--- config.mk ---
export PLATFORM = sky130hd
export DESIGN_NAME = pxie_c2h_read
export DESIGN_NICKNAME = d
export VERILOG_FILES = /design/src/rtl/pxie_pkg.sv /design/src/rtl/pxie_c2h_fifo.sv /design/src/rtl/pxie_c2h_read.sv
export SDC_FILE = /design/constraint.sdc
export NUM_CORES = 1
export LEC_CHECK = 0
export CAP_MARGIN = 20
export CELL_PAD_IN_SITES_DETAIL_PLACEMENT = 0
export CELL_PAD_IN_SITES_GLOBAL_PLACEMENT = 1
export CORE_MARGIN = 2
export CORE_UTILIZATION = 25
export CTS_BUF_LIST = sky130_fd_sc_hd__clkbuf_16
export DETAILED_ROUTE_END_ITERATION = 12
export PLACE_DENSITY = 0.56
export RECOVER_POWER = 50
export SETUP_SLACK_MARGIN = 0.05
export SKIP_LAST_GASP = 1
export SLEW_MARGIN = 20
export SYNTH_ARGS = -nofsm -noshare
export SYNTH_HDL_FRONTEND = slang
export SYNTH_SLANG_ARGS = --single-unit
--- constraint.sdc ---
create_clock -name I_PXIE_CLK -period 14.95 [get_ports I_PXIE_CLK]
set_clock_uncertainty 0.1 [all_clocks]
set_input_delay 4.485 -clock I_PXIE_CLK [delete_from_list [all_inputs] [get_ports I_PXIE_CLK]]
set_output_delay 4.485 -clock I_PXIE_CLK [all_outputs]
set_load 0.03 [all_outputs]
--- src/rtl/pxie_pkg.sv ---
// pxie_pkg
//   Shared definitions for the PXIE card-to-host read engine: the
//   controller state encoding, the stream header constants and a helper
//   that assembles the 128-bit header word.
package pxie_pkg;

    localparam logic [15:0] HDR_MAGIC = 16'heb9c;
    localparam logic [15:0] HDR_TAG   = 16'h1010;

    typedef enum logic [2:0] {
        ST_IDLE  = 3'd0,
        ST_HEAD  = 3'd1,
        ST_READ  = 3'd2,
        ST_DRAIN = 3'd3,
        ST_DONE  = 3'd4
    } c2h_state_e;

    function automatic logic [127:0] make_header(input logic [15:0] addr,
                                                 input logic [15:0] len);
        return {64'h0, HDR_MAGIC, len, addr, HDR_TAG};
    endfunction

endpackage

--- src/rtl/pxie_c2h_fifo.sv ---
// pxie_c2h_fifo
//   Synchronous show-ahead FIFO used as the C2H output buffer. The head
//   word is visible on rdata_o whenever vld_o is high; rdata_o reads as
//   zero while empty so the stream data output is clean after reset.
// Ports
//   clk_i    clock
//   rst_n_i  synchronous active-low reset (flushes pointers and count)
//   push_i   write wdata_i this clock
//   wdata_i  write data
//   pop_i    retire the head word this clock (ignored when empty)
//   rdata_o  head word
//   vld_o    FIFO not empty
//   count_o  words currently stored
module pxie_c2h_fifo #(
    parameter int DEPTH = 4,
    parameter int WIDTH = 128
) (
    input  logic                     clk_i,
    input  logic                     rst_n_i,
    input  logic                     push_i,
    input  logic [WIDTH-1:0]         wdata_i,
    input  logic                     pop_i,
    output logic [WIDTH-1:0]         rdata_o,
    output logic                     vld_o,
    output logic [$clog2(DEPTH):0]   count_o
);

    localparam int AW = $clog2(DEPTH);

    logic [WIDTH-1:0] mem_q [DEPTH];
    logic [AW-1:0]    wr_ptr_q;
    logic [AW-1:0]    rd_ptr_q;
    logic [AW:0]      count_q;
    logic             do_push;
    logic             do_pop;

    assign do_pop  = pop_i && (count_q != '0);
    // A push into a full FIFO is only legal when the head leaves the same clock.
    assign do_push = push_i && ((count_q != (AW+1)'(DEPTH)) || do_pop);

    always_ff @(posedge clk_i) begin
        if (!rst_n_i) begin
            wr_ptr_q <= '0;
            rd_ptr_q <= '0;
            count_q  <= '0;
        end else begin
            if (do_push) wr_ptr_q <= wr_ptr_q + 1'b1;
            if (do_pop)  rd_ptr_q <= rd_ptr_q + 1'b1;
            case ({do_push, do_pop})
                2'b10:   count_q <= count_q + 1'b1;
                2'b01:   count_q <= count_q - 1'b1;
                default: count_q <= count_q;
            endcase
        end
    end

    always_ff @(posedge clk_i) begin
        if (do_push) mem_q[wr_ptr_q] <= wdata_i;
    end

    assign vld_o   = (count_q != '0);
    assign rdata_o = vld_o ? mem_q[rd_ptr_q] : '0;
    assign count_o = count_q;

endmodule

--- src/rtl/pxie_c2h_read.sv ---
// pxie_c2h_read
//   Reads a block of 128-bit words from a fixed-latency RAM and streams
//   it, preceded by one header word, to the PXIE C2H path.
// Ports
//   I_PXIE_CLK      clock
//   I_Rst_n         synchronous active-low reset
//   I_c2h_addr/len  start word address / word count, sampled on I_c2h_en
//   I_c2h_en        one-cycle request pulse
//   O_ram_addr/rden RAM read address / strobe
//   I_ram_data      RAM data, valid RD_LAT clocks after O_ram_rden
//   O_C2H_DATA/_VLD stream word / valid; I_C2H_RDY stream ready
//   O_busy          request active; O_done completion pulse; O_err reject pulse
//
// state    | meaning
// ST_IDLE  | waiting for I_c2h_en
// ST_HEAD  | header word pushed into the output FIFO
// ST_READ  | issuing one RAM read per clock while buffer space allows
// ST_DRAIN | all reads issued; waiting for data to land and stream out
// ST_DONE  | pulse O_done, drop O_busy, return to idle
module pxie_c2h_read
    import pxie_pkg::*;
#(
    parameter int RD_LAT     = 2,
    parameter int FIFO_DEPTH = 4
) (
    input  logic         I_PXIE_CLK,
    input  logic         I_Rst_n,
    input  logic [15:0]  I_c2h_addr,
    input  logic [15:0]  I_c2h_len,
    input  logic         I_c2h_en,
    output logic [15:0]  O_ram_addr,
    output logic         O_ram_rden,
    input  logic [127:0] I_ram_data,
    output logic [127:0] O_C2H_DATA,
    output logic         O_C2H_DATA_VLD,
    input  logic         I_C2H_RDY,
    output logic         O_busy,
    output logic         O_done,
    output logic         O_err
);

    localparam int CW = $clog2(FIFO_DEPTH) + 1;

    c2h_state_e         state_q;
    logic [15:0]        addr_q;
    logic [15:0]        len_q;
    logic [15:0]        next_addr_q;
    logic [15:0]        rem_q;
    logic [15:0]        ram_addr_q;
    logic               rden_q;
    logic [RD_LAT-1:0]  pipe_q;
    logic               busy_q;
    logic               done_q;
    logic               err_q;

    logic               fifo_push;
    logic [127:0]       fifo_wdata;
    logic               fifo_pop;
    logic               fifo_vld;
    logic [CW-1:0]      fifo_count;
    logic [7:0]         occ_net;
    logic               room;

    // pipe_q[i] marks a read whose data is i+1 clocks past its strobe;
    // the last stage lines up with valid I_ram_data.
    always_ff @(posedge I_PXIE_CLK) begin
        if (!I_Rst_n) begin
            pipe_q <= '0;
        end else begin
            pipe_q[0] <= rden_q;
            for (int i = 1; i < RD_LAT; i++) pipe_q[i] <= pipe_q[i-1];
        end
    end

    assign fifo_pop   = fifo_vld && I_C2H_RDY;
    assign fifo_push  = (state_q == ST_HEAD) || pipe_q[RD_LAT-1];
    assign fifo_wdata = (state_q == ST_HEAD) ? make_header(addr_q, len_q) : I_ram_data;

    // Buffer words plus reads in flight, net of the word leaving this clock.
    // Issuing only while this is below the depth keeps every returning word
    // guaranteed a slot, yet sustains one word per clock when RDY stays high.
    always_comb begin
        occ_net = 8'(fifo_count) + {7'd0, rden_q};
        for (int i = 0; i < RD_LAT; i++) occ_net = occ_net + {7'd0, pipe_q[i]};
        occ_net = occ_net - {7'd0, fifo_pop};
        room    = occ_net < 8'(FIFO_DEPTH);
    end

    always_ff @(posedge I_PXIE_CLK) begin
        if (!I_Rst_n) begin
            state_q     <= ST_IDLE;
            addr_q      <= '0;
            len_q       <= '0;
            next_addr_q <= '0;
            rem_q       <= '0;
            ram_addr_q  <= '0;
            rden_q      <= 1'b0;
            busy_q      <= 1'b0;
            done_q      <= 1'b0;
            err_q       <= 1'b0;
        end else begin
            rden_q <= 1'b0;
            done_q <= 1'b0;
            err_q  <= I_c2h_en && (state_q != ST_IDLE);
            case (state_q)
                ST_IDLE: begin
                    if (I_c2h_en) begin
                        addr_q      <= I_c2h_addr;
                        len_q       <= I_c2h_len;
                        next_addr_q <= I_c2h_addr;
                        rem_q       <= I_c2h_len;
                        busy_q      <= 1'b1;
                        state_q     <= ST_HEAD;
                    end
                end
                ST_HEAD: begin
                    state_q <= (len_q == 16'd0) ? ST_DRAIN : ST_READ;
                end
                ST_READ: begin
                    if (room) begin
                        rden_q      <= 1'b1;
                        ram_addr_q  <= next_addr_q;
                        next_addr_q <= next_addr_q + 16'd1;
                        rem_q       <= rem_q - 16'd1;
                        if (rem_q == 16'd1) state_q <= ST_DRAIN;
                    end
                end
                ST_DRAIN: begin
                    if (!rden_q && (pipe_q == '0) && !fifo_vld) state_q <= ST_DONE;
                end
                ST_DONE: begin
                    done_q  <= 1'b1;
                    busy_q  <= 1'b0;
                    state_q <= ST_IDLE;
                end
                default: state_q <= ST_IDLE;
            endcase
        end
    end

    pxie_c2h_fifo #(
        .DEPTH (FIFO_DEPTH),
        .WIDTH (128)
    ) u_fifo (
        .clk_i   (I_PXIE_CLK),
        .rst_n_i (I_Rst_n),
        .push_i  (fifo_push),
        .wdata_i (fifo_wdata),
        .pop_i   (fifo_pop),
        .rdata_o (O_C2H_DATA),
        .vld_o   (fifo_vld),
        .count_o (fifo_count)
    );

    assign O_C2H_DATA_VLD = fifo_vld;
    assign O_ram_addr     = ram_addr_q;
    assign O_ram_rden     = rden_q;
    assign O_busy         = busy_q;
    assign O_done         = done_q;
    assign O_err          = err_q;

endmodule
==> results of run 1 <==
==> cell usage after synthesis (all sizes together) (12+ instances only) <==
cell	count	share of area, %
edfxtp	512	61
nor2b	85	2.1
nand4	19	0.47
o311ai	12	0.42
dfxtp	98	7.8
buf	37	0.70
and2	134	3.3
nor2	37	0.56
clkbuf	67	1.0
nor4	16	0.42
mux2	32	1.4
a21oi	75	1.5
or2	12	0.30
inv	16	0.24
mux4	128	11
ha	14	0.70
nand2	138	2.1
==> worst register-to-register path, delay by kind of cell (launching register included) <==
kind / cells / cell delay [ps]
buffers and inverters: 1 / 990
AOI/OAI and AO/OA: 1 / 300
and+or+nand+nor: 2 / 2640
DFF: 1 / 610
==> kinds of logic after synthesis <==
| family | Yosys count |
|---|---|
| flops | 610 |
| simple gates | 490 |
| mux | 163 |
| compound gates | 156 |
| buf+inv | 121 |
| fa+ha+maj | 16 |
| xor+xnor | 5 |
==> metal layers <==
| layer | GRT usage (%) | vias up | share of wire, % |
|---|---|---|---|
| met4 | 3.96 | 2 | 2.0 |
| li1 | - | 6621 | - |
| met5 | 0 | - | 0.019 |
| met1 | 17.3 | 7566 | 44 |
| met2 | 20.8 | 414 | 48 |
| met3 | 2.72 | 94 | 6.0 |
==> report_power, final <==
group	internal (W)	leakage [nW]	switching, W
Clock	0.00102	1.22	0.000730
Sequential	0.00223	5.47	0.000131
Combinational	0.000964	3.59	0.00148
Total	0.00422	10.3	0.00234
==> sequential cells by signal, indices dropped and copies added (netlist names), named ones only <==
name / flops
O_busy: 1
u_fifo.count_o: 3
pipe_q: 2
rem_q: 16
addr_q: 16
u_fifo.wr_ptr_q: 2
O_ram_rden: 1
u_fifo.rd_ptr_q: 2
state_q: 3
O_err: 1
next_addr_q: 16
O_done: 1
O_ram_addr: 16
u_fifo.mem_q: 512
len_q: 16
==> metrics by stage <==
step                      hold slack, ps  power [W]  setup WS [ps]
after global placement               340    0.00488           5930
after detailed placement             350    0.00492           6080
final                                358    0.00656           5770
after floorplan                      333    0.00394           6570
after CTS                            356    0.00670           6040
after global routing                 379    0.00691           5400
==> cell type report <==
type	instances	area (sq um)	area share [%]
tap	1298	1620	5.07
timing repair buffer	335	3300	10.3
sequential	610	17300	54.2
multi-input combinational	830	7270	22.7
clock inverter	58	578	1.81
clock buffer	73	1830	5.70
inverter	17	63.8	0.199
antenna	4	10.0	0.0313
==> worst max path at each step <==
stage | from | endpoint | slack [ps] | cells after the start
after floorplan | I_C2H_RDY | u_fifo.mem_q[0][0]$_DFFE_PP_ | 6570 | 3
after global placement | I_C2H_RDY | next_addr_q[4]$_SDFFE_PN0P_ | 5930 | 12
after detailed placement | I_C2H_RDY | next_addr_q[9]$_SDFFE_PN0P_ | 6080 | 12
after CTS | flop | O_C2H_DATA[17] | 6040 | 5
after global routing | I_Rst_n | next_addr_q[9]$_SDFFE_PN0P_ | 5400 | 6
final | I_Rst_n | state_q[0]$_SDFFE_PN0P_ | 5770 | 7
==> run_results.csv, run 1 <==
group,metric,value,unit
floorplan,start_util,25.1,%
clocking,root_buffer,"clkbuf_16",
sta,maxSlewViolCount,221,
synthesis,synth_async_sr_flop_share,0,%
outcome,violations,"max-capacitance violations, max-slew violations",
setup_path,crit_path_frequent_cell,"clkbuf_1",
sta,slew_headroom,-157,%
synthesis,syn_avg_cell_area,16.1,sq um
clocking,path_clk_slew,60,ps
synthesis,yosys.area_share.simple,10.6,%
synthesis,synth_edf_count,512,
floorplan,fp.dieH,321,microns
setup_path,worstSetupStartpointType,"input pin",
clocking,postCtsSetupBuffers,0,
setup_path,endpoint_kind,"flop",
setup_path,reg2reg_depth,4,
placement,placed_cells,3090,
setup_path,r2r_end,"u_fifo.mem_q[3][71]$_DFFE_PP_",
setup_path,cp_top_family,"buffers and inverters",
synthesis,syn_nets,1741,
synthesis,ys_seq_area_share,69.1,%
sta,tightest_slew,3850,ps
finish,fin_nets,2047,
routing,drt_iter0_markers,1147,
clocking,cts_tree,"yes",
setup_path,cp_num_buf_inv,4,
setup_path,crit_arrival,9560,ps
finish,fill_cells,9712,
sta,setup_tns,0,ps
setup_path,rrSetupSlack,9840,ps
synthesis,synthAdderAreaFrac,0.858,%
hold_path,hold_path.class,"reg -> reg",
power,ir_drop,0.159,mV
setup_path,critical_path.max_fanout,78,
clocking,postCtsHoldBufs,0,
grt,overflow,0,
sta,timing.fmax,109,MHz
placement,dpl.hpwl,40400,microns
synthesis,muxShareOfSynthArea,13.1,%
synthesis,yosys_warnings,0,
clocking,numCtsBuffers,73,
sta,fin_crit,9180,ps
synthesis,synth.cell_area,25100,sq um
finish,final_common_cell,"edfxtp_1",
finish,final_cell_mix,"edfxtp_1, clkdlybuf4s50_1, nand2_1",
floorplan,rows,116,
placement,place_congestion,0.746,
floorplan,fp.dieW,321,microns
setup_path,r2r_start,"state_q[0]$_SDFFE_PN0P_",
finish,area_delta_synth_final,27.7,%
synthesis,synth_cell_types,69,
clocking,postCtsResizedCells,0,
finish,drive_above_1_share,14.6,%
sta,hold_viol_final,0,
floorplan,dieArea,103000,sq um
sta,finalSetupViolations,0,
floorplan,design.core.area,99700,sq um
finish,final-instance-count-excl-fill,3225,
hold_path,min_from,"addr_q[2]$_SDFFE_PN0P_",
clocking,clkSinkCount,610,
hold_path,worstHoldPathCells,2,
clocking,cts_max_level,3,
placement,portBuffers,312,
finish,final_util,32.1,%
sta,rsz0062_at_grt,"no",
setup_path,critical_path_class,"in -> reg",
synthesis,synth_compound_area_share,4.20,%
grt,grt_max_degree,131,
grt,track_usage,12.9,%
finish,final_area,32000,sq um
synthesis,synth_xor_area_share,0.175,%
outcome,outcome,"finished, violations left",
synthesis,synth_cells,1561,
grt,grt_pass1_vias,15400,
flow_run,max_cap_viol_count,5,
routing,ant_nets,0,
setup_path,crit_required,15320,ps
power,leakagePower,10.3,nW
clocking,clk-insertion-delay-late,620,ps
routing,via_count,14700,
grt,grt_pass1_wl,99100,microns
setup_path,cp_slowest_cell,"clkbuf_1",
routing,post_drt_wl_per_cell,20.8,microns
routing,drt-total-wl,67000,microns
sta,finalCritPeriodShare,61.4,%
routing,dr.pass1.iters,5,
synthesis,synth_top_family_by_area,"multiplexers",
routing,route.detailed.drc,0,
synthesis,synth-main-ff-cell,"edfxtp_1",
routing,via_per_inst,4.56,
placement,post_dp_cell_area,29600,sq um
hold_path,hold_end,"addr_q[2]$_SDFFE_PN0P_",
power,p_per_area,205,nW/um^2
clocking,clk_path_buf_depth,3,
grt,antenna_found_initial,12,
floorplan,io_pins,313,
setup_path,path_cells,"dlygate4sd3_1 > clkbuf_1 > inv_1 > clkbuf_1 > nor2_1 > o2111ai_1 > o22ai_1",
setup_path,critical-path-max-stage-delay,2740,ps
synthesis,ys_ff_latch,610,
Note: power is estimated with default switching activity, not from simulation.
==> run 2, diff against run 1 <==
==> constraint.sdc (replaced) <==
create_clock -name I_PXIE_CLK -period 9.4 [get_ports I_PXIE_CLK]
set_clock_uncertainty 0.1 [all_clocks]
set_input_delay 2.82 -clock I_PXIE_CLK [delete_from_list [all_inputs] [get_ports I_PXIE_CLK]]
set_output_delay 2.82 -clock I_PXIE_CLK [all_outputs]
set_load 0.03 [all_outputs]
==> run 2 against run 1 <==
Net effect: the run still ends with max-capacitance violations, max-slew violations left; wire length grew 0.26%; non-clock buffer count shrank 6; first-iteration DRC count shrank 5.4%; via count is essentially flat; largest power group unchanged; register-to-register slack lost 5600 ps; highest routed layer unchanged; combinational power grew 59%; count of clock-buffer cells in the layout is the same; design area shrank 0.65%.
==> run_results.csv, run 2 (synthesized netlist as in run 1, its figures left out) <==
group,metric,value,unit
clocking,clk-insertion-delay-late,600,ps
floorplan,design.core.area,99700,sq um
grt,grt_pass1_wl,99600,microns
routing,drt_iter0_markers,1085,
floorplan,rows,116,
floorplan,dieArea,103000,sq um
routing,drt-total-wl,67200,microns
finish,drive_above_1_share,13.8,%
finish,fin_nets,2039,
placement,placed_cells,3084,
grt,overflow,0,
floorplan,start_util,25.1,%
floorplan,io_pins,313,
clocking,root_buffer,"clkbuf_16",
finish,final-instance-count-excl-fill,3219,
clocking,postCtsHoldBufs,0,
power,leakagePower,10.2,nW
grt,grt_max_degree,131,
finish,area_delta_synth_final,26.9,%
sta,setup_tns,0,ps
setup_path,crit_required,9860,ps
setup_path,critical_path_class,"in -> reg",
clocking,clkSinkCount,610,
placement,dpl.hpwl,38300,microns
routing,via_count,14700,
setup_path,crit_arrival,7960,ps
sta,timing.fmax,133,MHz
routing,ant_nets,0,
power,ir_drop,0.207,mV
sta,hold_viol_final,0,
clocking,cts_tree,"yes",
clocking,cts_max_level,3,
clocking,clk_path_buf_depth,3,
power,p_per_area,324,nW/um^2
outcome,violations,"max-capacitance violations, max-slew violations",
clocking,postCtsSetupBuffers,0,
sta,finalCritPeriodShare,79.8,%
routing,via_per_inst,4.56,
sta,whs,354,ps
routing,route.detailed.drc,0,
placement,place_congestion,0.776,
setup_path,endpoint_kind,"flop",
outcome,outcome,"finished, violations left",
clocking,postCtsResizedCells,0,
finish,final_cell_mix,"edfxtp_1, clkdlybuf4s50_1, nand2_1",
finish,largest_register_ffs,512,
sta,finalSetupViolations,0,
finish,top_register,"u_fifo.mem_q",
setup_path,critical_path.max_fanout,44,
routing,post_drt_wl_per_cell,20.9,microns
sta,setup_ws,1900,ps
setup_path,worstSetupStartpointType,"input pin",
power,power,0.0103,W
placement,dp_worst_setup_slack,2250,ps
floorplan,fp.dieH,321,microns
grt,track_usage,12.9,%
routing,dr.pass1.iters,6,
sta,maxSlewViolCount,603,
clocking,numCtsBuffers,71,
sta,tightest_slew,4320,ps
grt,antenna_found_initial,14,
sta,fin_crit,7500,ps
floorplan,fp.dieW,321,microns
grt,grt_pass1_vias,15300,
hold_path,hold_path.class,"reg -> reg",
sta,rsz0062_at_grt,"no",
flow_run,max_cap_viol_count,6,
finish,final_common_cell,"edfxtp_1",
placement,portBuffers,312,
sta,slew_headroom,-188,%
clocking,path_clk_slew,60,ps
## run 2: worst max-delay path, stage by stage
cell	delay, ps
dlygate4sd3_1	520
clkbuf_1	1540
inv_1	1330
clkbuf_1	1030
a211oi_1	500
a311o_1	170
## run 2: final timing paths
check | from | endpoint | slack, ps | cells after the start
worst min-delay path | addr_q[14]$_SDFFE_PN0P_ | addr_q[14]$_SDFFE_PN0P_ | 350 | 2
worst max-delay path | I_Rst_n | next_addr_q[9]$_SDFFE_PN0P_ | 1900 | 6
worst max register to register | state_q[0]$_SDFFE_PN0P_ | u_fifo.mem_q[2][11]$_DFFE_PP_ | 4250 | 4
worst min register to register | addr_q[14]$_SDFFE_PN0P_ | addr_q[14]$_SDFFE_PN0P_ | 350 | 2
## run 2: per-stage QoR
step | utilization, % | instance area (sq um)
6_report | 31.9 | 31800
5_1_grt | 31.9 | 31800
4_1_cts | 32.0 | 31900
3_5_place_dp | 29.7 | 29700
3_3_place_gp | 29.7 | 29600
2_1_floorplan | - | 25100
## run 2: power breakdown
| part | switching (W) | total, W | internal [W] |
|---|---|---|---|
| logic | 0.00236 | 0.00389 | 0.00153 |
| clock network | 0.00112 | 0.00260 | 0.00148 |
| registers | 0.000220 | 0.00381 | 0.00359 |
## run 2: final cells by class
| cell class | instances | area [sq um] |
|---|---|---|
| repair buffers | 329 | 3270 |
| multi-input cells | 830 | 7270 |
| diodes | 4 | 10.0 |
| flip-flops and latches | 610 | 17300 |
| clock inverters | 58 | 399 |
| inverters | 17 | 63.8 |
| well taps | 1298 | 1620 |
| clock buffers | 73 | 1830 |
| fillers | 9737 | 67900 |
## run 2: layer usage
| layer | vias up | global-route usage (%) | share of wire [%] |
|---|---|---|---|
| met5 | - | 0 | 0.019 |
| met4 | 2 | 3.18 | 1.7 |
| met3 | 94 | 2.82 | 6.1 |
| met2 | 451 | 20.5 | 47 |
| met1 | 7539 | 17.8 | 45 |
| li1 | 6601 | - | - |
